### src/rtl/cpu_ctrl_pkg.sv
// rtl/cpu_ctrl_pkg.sv - shared opcodes, ALU selects and FSM encoding for the control sequencer
//
// Purpose : common definitions imported by cpu_ctrl_decoder and cpu_ctrl_sequencer.
// Ports   : none (package).
`timescale 1ns/1ps
package cpu_ctrl_pkg;

  // Opcode field values, INSTR[31:24]
  localparam logic [7:0] OPC_LOADI = 8'd0;
  localparam logic [7:0] OPC_MOV   = 8'd1;
  localparam logic [7:0] OPC_ADD   = 8'd2;
  localparam logic [7:0] OPC_SUB   = 8'd3;
  localparam logic [7:0] OPC_AND   = 8'd4;
  localparam logic [7:0] OPC_OR    = 8'd5;
  localparam logic [7:0] OPC_J     = 8'd6;
  localparam logic [7:0] OPC_BEQ   = 8'd7;

  // ALU function selects
  localparam logic [2:0] ALUOP_FWD = 3'b000;
  localparam logic [2:0] ALUOP_ADD = 3'b001;
  localparam logic [2:0] ALUOP_AND = 3'b010;
  localparam logic [2:0] ALUOP_OR  = 3'b011;

  typedef enum logic [2:0] {
    ST_IDLE   = 3'd0,
    ST_FETCH  = 3'd1,
    ST_DECODE = 3'd2,
    ST_EXEC   = 3'd3,
    ST_WB     = 3'd4,
    ST_HALT   = 3'd5
  } state_t;

endpackage

### src/rtl/cpu_ctrl_decoder.sv
// rtl/cpu_ctrl_decoder.sv - combinational opcode decoder for the control sequencer
//
// Purpose : maps an opcode to datapath controls; unknown opcodes flag illegal and
//           decode as a NOP (no write, no jump/branch).
// Ports   : opcode    in  OPCODE_W  instruction opcode field
//           aluop     out ALUOP_W   ALU function select
//           imselect  out 1         immediate to ALU DATA2
//           negselect out 1         negate REGOUT2
//           wr        out 1         instruction writes reg_file
//           is_j      out 1         unconditional jump
//           is_beq    out 1         branch-if-equal
//           illegal   out 1         opcode outside the defined set
`timescale 1ns/1ps
module cpu_ctrl_decoder
  import cpu_ctrl_pkg::*;
#(
  parameter int OPCODE_W = 8,
  parameter int ALUOP_W  = 3
) (
  input  logic [OPCODE_W-1:0] opcode,
  output logic [ALUOP_W-1:0]  aluop,
  output logic                imselect,
  output logic                negselect,
  output logic                wr,
  output logic                is_j,
  output logic                is_beq,
  output logic                illegal
);

  always_comb begin
    aluop     = ALUOP_W'(ALUOP_FWD);
    imselect  = 1'b0;
    negselect = 1'b0;
    wr        = 1'b0;
    is_j      = 1'b0;
    is_beq    = 1'b0;
    illegal   = 1'b0;
    case (opcode)
      OPCODE_W'(OPC_LOADI): begin imselect = 1'b1; wr = 1'b1; end
      OPCODE_W'(OPC_MOV):   wr = 1'b1;
      OPCODE_W'(OPC_ADD):   begin aluop = ALUOP_W'(ALUOP_ADD); wr = 1'b1; end
      OPCODE_W'(OPC_SUB):   begin aluop = ALUOP_W'(ALUOP_ADD); negselect = 1'b1; wr = 1'b1; end
      OPCODE_W'(OPC_AND):   begin aluop = ALUOP_W'(ALUOP_AND); wr = 1'b1; end
      OPCODE_W'(OPC_OR):    begin aluop = ALUOP_W'(ALUOP_OR);  wr = 1'b1; end
      OPCODE_W'(OPC_J):     is_j = 1'b1;
      // beq compares by subtraction so the ALU drives ZERO
      OPCODE_W'(OPC_BEQ):   begin aluop = ALUOP_W'(ALUOP_ADD); negselect = 1'b1; is_beq = 1'b1; end
      default:              illegal = 1'b1;
    endcase
  end

endmodule

### src/rtl/cpu_ctrl_sequencer.sv
// rtl/cpu_ctrl_sequencer.sv - multi-cycle fetch/decode/exec/writeback control FSM
//
// Purpose : fetches instructions over a busywait handshake, holds them in INSTR and
//           drives registered ALU/mux/reg_file/PC controls, one instruction per
//           FETCH-DECODE-EXEC-WB pass.
// Config  : CTRL_ILLEGAL_TRAP_EN - when defined, an undefined opcode faults and halts;
//           otherwise it runs as a NOP (PC+4, no write).
// Ports   : CLK           in   1   clock, rising edge
//           RESET         in   1   asynchronous active-low reset
//           IMEM_READ     out  1   fetch request (FETCH only)
//           IMEM_BUSYWAIT in   1   1 = IMEM_INSTR not yet valid
//           IMEM_INSTR    in   32  fetched word
//           INSTR         out  32  instruction register
//           ZERO          in   1   ALU zero flag
//           ALUOP         out  3   ALU select
//           IMSELECT      out  1   immediate to ALU DATA2
//           NEGSELECT     out  1   negate REGOUT2
//           WRITEENABLE   out  1   reg_file write strobe (WB only)
//           PC_EN         out  1   PC update strobe (WB only)
//           PC_SEL        out  1   0 = PC+4, 1 = target
//           HALTED        out  1   parked in HALT
//           FAULT         out  1   sticky fault flag
`timescale 1ns/1ps
module cpu_ctrl_sequencer
  import cpu_ctrl_pkg::*;
#(
  parameter int OPCODE_W      = 8,
  parameter int ALUOP_W       = 3,
  parameter int FETCH_TIMEOUT = 255
) (
  input  logic               CLK,
  input  logic               RESET,
  output logic               IMEM_READ,
  input  logic               IMEM_BUSYWAIT,
  input  logic [31:0]        IMEM_INSTR,
  output logic [31:0]        INSTR,
  input  logic               ZERO,
  output logic [ALUOP_W-1:0] ALUOP,
  output logic               IMSELECT,
  output logic               NEGSELECT,
  output logic               WRITEENABLE,
  output logic               PC_EN,
  output logic               PC_SEL,
  output logic               HALTED,
  output logic               FAULT
);

  state_t             state;
  logic [7:0]         fetch_cnt;
  logic               wr_q;
  logic               is_j_q;
  logic               is_beq_q;

  logic [ALUOP_W-1:0] dec_aluop;
  logic               dec_imselect;
  logic               dec_negselect;
  logic               dec_wr;
  logic               dec_is_j;
  logic               dec_is_beq;
  logic               dec_illegal;

  cpu_ctrl_decoder #(
    .OPCODE_W (OPCODE_W),
    .ALUOP_W  (ALUOP_W)
  ) u_decoder (
    .opcode    (INSTR[31 -: OPCODE_W]),
    .aluop     (dec_aluop),
    .imselect  (dec_imselect),
    .negselect (dec_negselect),
    .wr        (dec_wr),
    .is_j      (dec_is_j),
    .is_beq    (dec_is_beq),
    .illegal   (dec_illegal)
  );

  always_ff @(posedge CLK or negedge RESET) begin
    if (!RESET) begin
      state       <= ST_IDLE;
      fetch_cnt   <= '0;
      INSTR       <= '0;
      IMEM_READ   <= 1'b0;
      ALUOP       <= '0;
      IMSELECT    <= 1'b0;
      NEGSELECT   <= 1'b0;
      WRITEENABLE <= 1'b0;
      PC_EN       <= 1'b0;
      PC_SEL      <= 1'b0;
      HALTED      <= 1'b0;
      FAULT       <= 1'b0;
      wr_q        <= 1'b0;
      is_j_q      <= 1'b0;
      is_beq_q    <= 1'b0;
    end else begin
      // WB strobes are single-cycle; only the EXEC->WB edge raises them
      WRITEENABLE <= 1'b0;
      PC_EN       <= 1'b0;
      PC_SEL      <= 1'b0;
      case (state)
        ST_IDLE: begin
          IMEM_READ <= 1'b1;
          state     <= ST_FETCH;
        end
        ST_FETCH: begin
          if (!IMEM_BUSYWAIT) begin
            INSTR     <= IMEM_INSTR;
            fetch_cnt <= '0;
            IMEM_READ <= 1'b0;
            state     <= ST_DECODE;
          end else if (fetch_cnt == 8'(FETCH_TIMEOUT - 1)) begin
            // this is the FETCH_TIMEOUT-th busy cycle: give up
            fetch_cnt <= fetch_cnt + 8'd1;
            IMEM_READ <= 1'b0;
            FAULT     <= 1'b1;
            HALTED    <= 1'b1;
            state     <= ST_HALT;
          end else begin
            fetch_cnt <= fetch_cnt + 8'd1;
          end
        end
        ST_DECODE: begin
`ifdef CTRL_ILLEGAL_TRAP_EN
          if (dec_illegal) begin
            FAULT  <= 1'b1;
            HALTED <= 1'b1;
            state  <= ST_HALT;
          end else
`endif
          begin
            ALUOP     <= dec_aluop;
            IMSELECT  <= dec_imselect;
            NEGSELECT <= dec_negselect;
            // undefined opcodes degrade to a NOP: PC+4, no write
            wr_q      <= dec_wr & ~dec_illegal;
            is_j_q    <= dec_is_j & ~dec_illegal;
            is_beq_q  <= dec_is_beq & ~dec_illegal;
            state     <= ST_EXEC;
          end
        end
        ST_EXEC: begin
          // ZERO has settled by the end of the EXEC cycle; capturing it here
          // keeps PC_SEL registered and stable for the whole WB cycle
          WRITEENABLE <= wr_q;
          PC_EN       <= 1'b1;
          PC_SEL      <= is_j_q | (is_beq_q & ZERO);
          state       <= ST_WB;
        end
        ST_WB: begin
          IMEM_READ <= 1'b1;
          state     <= ST_FETCH;
        end
        ST_HALT: begin
          state <= ST_HALT;
        end
        default: begin
          IMEM_READ <= 1'b0;
          state     <= ST_IDLE;
        end
      endcase
    end
  end

endmodule

### config.mk
export PLATFORM = sky130hd
export DESIGN_NAME = cpu_ctrl_sequencer
export DESIGN_NICKNAME = d
export VERILOG_FILES = /design/src/rtl/cpu_ctrl_pkg.sv /design/src/rtl/cpu_ctrl_decoder.sv /design/src/rtl/cpu_ctrl_sequencer.sv
export SDC_FILE = /design/constraint.sdc
export NUM_CORES = 1
export LEC_CHECK = 0
export CORE_ASPECT_RATIO = 0.7
export CORE_MARGIN = 4
export CORE_UTILIZATION = 45
export DETAILED_ROUTE_END_ITERATION = 10
export MAX_ROUTING_LAYER = met4
export PLACE_DENSITY = 0.79
export SLEW_MARGIN = 20
export SYNTH_ARGS = -nofsm -noshare
export SYNTH_HDL_FRONTEND = slang
export SYNTH_SLANG_ARGS = --single-unit
export TNS_END_PERCENT = 5
### constraint.sdc
create_clock -name CLK -period 2.19 [get_ports CLK]
set_input_delay 0.438 -clock CLK [delete_from_list [all_inputs] [get_ports CLK]]
set_output_delay 0.438 -clock CLK [all_outputs]
set_load 0.005 [all_outputs]
Word-level counts from Yosys, hierarchy flattened
Index checks and enable logic that the tools add are counted.

Output and inout bits: 43. Word-level logic and storage cells: 63. Flip-flop bits (word level): 56. Bits of input ports: 36.

Bitwise operators: 7. $add $sub $neg: 1. Reduce and logical (&&, ||, !) cells: 11. Muxes and demuxes: 16. Equality and inequality tests: 14.

Operators by type and width (number): $eq 8x3->1 const B (4); $eq 8x2->1 const B (2); $pmux 3 s5 (1); $mux 1 (10); $add 8x1->8 const B (1); $eq 8x1->1 const B (1); $eq 8x8->1 const B (1); $logic_not 8->1 (1); $mux 8 (1); $reduce_or 8->1 (1); $eq 3x2->1 const B (2); $eq 3x3->1 const B (2); $mux 3 (2); $pmux 2 s3 (1); $reduce_or 3->1 (2); $reduce_or 6->1 (1); $and 1x1->1 (4); $reduce_and 2->1 (2); $reduce_or 2->1 (2); $eq 3x1->1 const B (1); $logic_not 3->1 (1); $ne 3x3->1 const B (1); $pmux 1 s3 (1); $reduce_and 3->1 (1); other kinds (2) (3).

Logic depth before layout (Yosys ltp)
Word-level depth: 4. Gate-level depth with buffers: 6. Depth with buffers taken out: 5.

Modules after synthesis
A second synthesis with hierarchy kept.

Cell total of the unflattened synthesis: 187. Area, all modules: 2437.3 um^2.

By module, submodules not included: cpu_ctrl_sequencer (area each 2289.7 um^2, instances 1, cells an instance 169, seq. area each 1401.3 um^2); cpu_ctrl_decoder (area each 147.6 um^2, instances 1, cells an instance 18, seq. area each 0.0 um^2).

Worst setup path after synthesis
OpenSTA, ideal clock, no wires.

Path type: input-to-reg. Start point: input IMEM_BUSYWAIT. End point: register INSTR[21]. Path buffers: 2. Data arrival time: 1623 ps. Stages on the path: 4. Setup slack: 442 ps. Data required time: 2065 ps. Library setup time: 125 ps. Cell sequence: clkbuf_1 -> nor4b_4 -> buf_2 -> mux2_2.

Cells in the longest elaborated chain, start to end: 2.

RTL lines: from (decl) (RTL line cpu_ctrl_sequencer.sv:34) `input logic IMEM_BUSYWAIT,`; $not 1->1 (no line); $reduce_and 2->1 (no line); to (signal assigned) (RTL line cpu_ctrl_sequencer.sv:80) `INSTR <= '0;`; to (signal assigned) (RTL line cpu_ctrl_sequencer.sv:105) `INSTR <= IMEM_INSTR;`; to (decl) (RTL line cpu_ctrl_sequencer.sv:36) `output logic [31:0] INSTR,`.

No other way between the ends. A chain may end at the register's enable or synchronous reset.

Final worst setup path
Start point: register state[1]. End point: register IMSELECT.

Cells in the longest elaborated chain, start to end: 1.

RTL lines: from (decl) (RTL line cpu_ctrl_sequencer.sv:48) `state_t state;`; from (signal assigned) (RTL line cpu_ctrl_sequencer.sv:78) `state <= ST_IDLE;`; from (signal assigned) (RTL line cpu_ctrl_sequencer.sv:101) `state <= ST_FETCH;`; from (signal assigned) (RTL line cpu_ctrl_sequencer.sv:108) `state <= ST_DECODE;`; $eq 3x2->1 (RTL line cpu_ctrl_sequencer.sv:98) `case (state)`; to (signal assigned) (RTL line cpu_ctrl_sequencer.sv:130) `IMSELECT <= dec_imselect;`; to (decl) (RTL line cpu_ctrl_sequencer.sv:39) `output logic IMSELECT,`.

No other way between the ends.

==> flow_metrics.py <==
metrics = {
    "placement": {
        "dp.cells": 323,
        "routabilityCongestion": 0.791,
        "dp.final_hpwl_um": 3590,
        "io_buffers": 77,
    },
    "synthesis": {
        "yosysWarnings": 0,
        "yosysMostFrequentCell": "dfrtp_1",
        "seq_area_frac_synth": 0.590,
        "synth_area_per_cell_um2": 12.5,
        "async_flop_share": 1.00,
        "synth_area_mm2": 0.00233,
        "synth_largest_area_cell": "dfrtp_1",
        "yosys-top-cells-area": "dfrtp_1 (59%), mux2_2 (14%), nand2_1 (3.4%), nand3b_1 (1.9%), o21ai_0 (1.7%)",
        "synthFlopType": "dfrtp_1",
        "synth_seq_cells": 55,
        "synth.top_cells.by_count": "dfrtp_1 (55), mux2_2 (28), nand2_1 (21)",
        "synth_top_area_frac": 0.590,
        "synth_edf_count": 0,
        "synth_cells": 186,
        "ys_types": 36,
        "syn-num-nets": 224,
    },
    "global_route": {
        "met3_usage": 0.0604,
        "met1_usage": 0.216,
        "top_usage_layer": "met2",
        "antenna_found_initial": 0,
        "use_met2": 0.275,
        "grt_max_degree": 56,
        "grt_usage": 0.172,
        "grt_pass1_vias": 1744,
        "grt_overflow_total": 0,
        "grt_pass1_wl_um": 8220,
    },
    "worst_setup_path": {
        "cp-end-kind": "flip-flop",
        "reg2regPathDepth": 3,
        "r2r_setup_slack_ps": 400,
        "cp.required_ps": 2400,
        "critPathSlowestCell": "or3b_1",
        "cp.arrival_ps": 2000,
        "r2r-end": "IMSELECT",
        "worstPathMaxFanout": 15,
        "max_stage_delay_ps": 590,
        "crit_type": "flip-flop to flip-flop",
        "r2r-start": "state[1]",
        "cp-start-kind": "flip-flop",
        "path_cells": "or3b_1 > or3_1 > o31ai_1",
    },
    "route": {
        "drc": 0,
        "drt-total-wl_um": 5020,
        "ant_nets": 0,
        "viasPerCell": 5.09,
        "drtPass1Iterations": 4,
        "num_vias": 1684,
        "wl_per_cell_um": 15.2,
        "drt_iter0_drc": 68,
    },
    "job": {
        "cap_violations": 0,
    },
    "finish": {
        "nets": 299,
        "fin_cells": 331,
        "syn_to_final_growth_pct": 40.2,
        "drive_gt1_frac": 0.172,
        "utilization": 0.669,
        "n_antenna_cell": 0,
    },
    "clocking": {
        "postCtsSetupBuffers": 0,
        "cts-buffers-inserted": 5,
        "cts_sinks": 55,
        "path_clk_slew_ps": 90,
        "cts_resized": 0,
        "cts_max_level": 2,
        "cts_buffer_depth": 2,
        "insertion_delay_ps": 290,
        "cts_tree": "done",
        "cts-root-buf": "clkbuf_8",
        "postCtsHoldBufs": 0,
    },
    "timing": {
        "final_hold_viol_count": 0,
        "max_slew_margin": 0.546,
        "setup_violations": 0,
        "tns_ps": 0,
        "final.min_clock_period_ps": 1790,
        "worst_pin_slew_ps": 681,
        "maxSlewViolCount": 0,
        "fin_crit_sh": 0.819,
        "rsz0062_at_grt": "false",
        "clock-skew-final_ps": 1.69,
        "max_freq_ghz": 0.558,
    },
    "floorplan": {
        "core-area_mm2": 0.00489,
        "io_pins": 79,
        "die_w_um": 94.0,
        "fp.dieArea_mm2": 0.00642,
        "die_y_um": 68.2,
        "initial_core_util": 0.477,
        "rows": 21,
    },
    "min_path": {
        "worstHoldPathType": "input pin to asynchronous set/reset pin",
    },
    "power": {
        "power_density_mw_per_mm2": 1230,
        "irDropWorstVdd_mv": 0.615,
        "p_leak_nw": 1.36,
    },
    "outcome": {
        "status": "finished, final reports clean",
    },
}
layout by cell type (no fill, tap or decap), types with 4 or more instances in the layout:
cell | Yosys | final
clkbuf_8 | 0 | 6
clkdlybuf4s50_1 | 0 | 76
dfrtp_1 | 55 | 55
inv_1 | 6 | 6
mux2_2 | 28 | 28
nand2_1 | 21 | 21
nand3_1 | 6 | 6
nand3b_1 | 6 | 6
o21ai_0 | 8 | 8
o31ai_1 | 4 | 4
power by group:
| group | total, W | switching, W | internal (W) |
|---|---|---|---|
| combinational | 0.00162 | 0.000562 | 0.00105 |
| clock | 0.000672 | 0.000302 | 0.000370 |
| sequential | 0.00173 | 0.000318 | 0.00141 |
cell type report:
type / count / area (um2)
fillers: 373 / 1620
flip-flops and latches: 55 / 1380
multi-input cells: 113 / 866
repair buffers: 80 / 801
well taps: 69 / 86.3
clock buffers: 6 / 82.6
clock inverters: 2 / 35.0
inverters: 6 / 22.5
metrics by stage:
stage | instance area [um2] | setup slack (ps) | hold slack (ps) | total power (W)
2_1_floorplan | 2330 | 442 | 142 | 0.00246
3_3_place_gp | 3150 | 273 | 456 | 0.00332
3_5_place_dp | 3150 | 235 | 472 | 0.00338
4_1_cts | 3270 | 381 | 276 | 0.00409
5_1_grt | 3270 | 259 | 318 | 0.00431
6_report | 3270 | 397 | 249 | 0.00402
flip-flops by register name, summed over array words and instances (netlist names):
register,count
INSTR,32
fetch_cnt,8
state,3
ALUOP,2
FAULT,1
IMEM_READ,1
IMSELECT,1
NEGSELECT,1
PC_EN,1
PC_SEL,1
WRITEENABLE,1
is_beq_q,1
is_j_q,1
wr_q,1
worst max-delay path, delay by kind of cell (launching register included):
kind               cells  cell delay [ps]
and+or+nand+nor        2              970
AOI/OAI and AO/OA      1              190
DFF                    1              550
routing by layer:
metal / vias up / routed length [um]
li1: 807 / -
met1: 813 / 2240
met2: 62 / 2370
met3: 2 / 389
met4: 0 / 17
met5: - / 0
cell families after synthesis:
group | count (synthesis) | share of synthesized area
flops | 55 | 0.590
simple gates | 51 | 0.126
mux | 32 | 0.153
compound gates | 27 | 0.0799
buf+inv | 18 | 0.0386
fa+ha+maj | 2 | 0.0107
other cells | 1 | 0.00161
worst max path at each step:
stage	from	endpoint	slack (ps)	depth (start not counted)
2_1_floorplan	IMEM_BUSYWAIT	INSTR[21]	440	4
3_3_place_gp	IMEM_BUSYWAIT	INSTR[27]	270	4
3_5_place_dp	IMEM_BUSYWAIT	INSTR[3]	240	4
4_1_cts	state[1]	IMSELECT	380	3
5_1_grt	state[2]	fetch_cnt[7]	260	3
6_report	state[1]	IMSELECT	400	3
(Power assumes the default switching activity.)
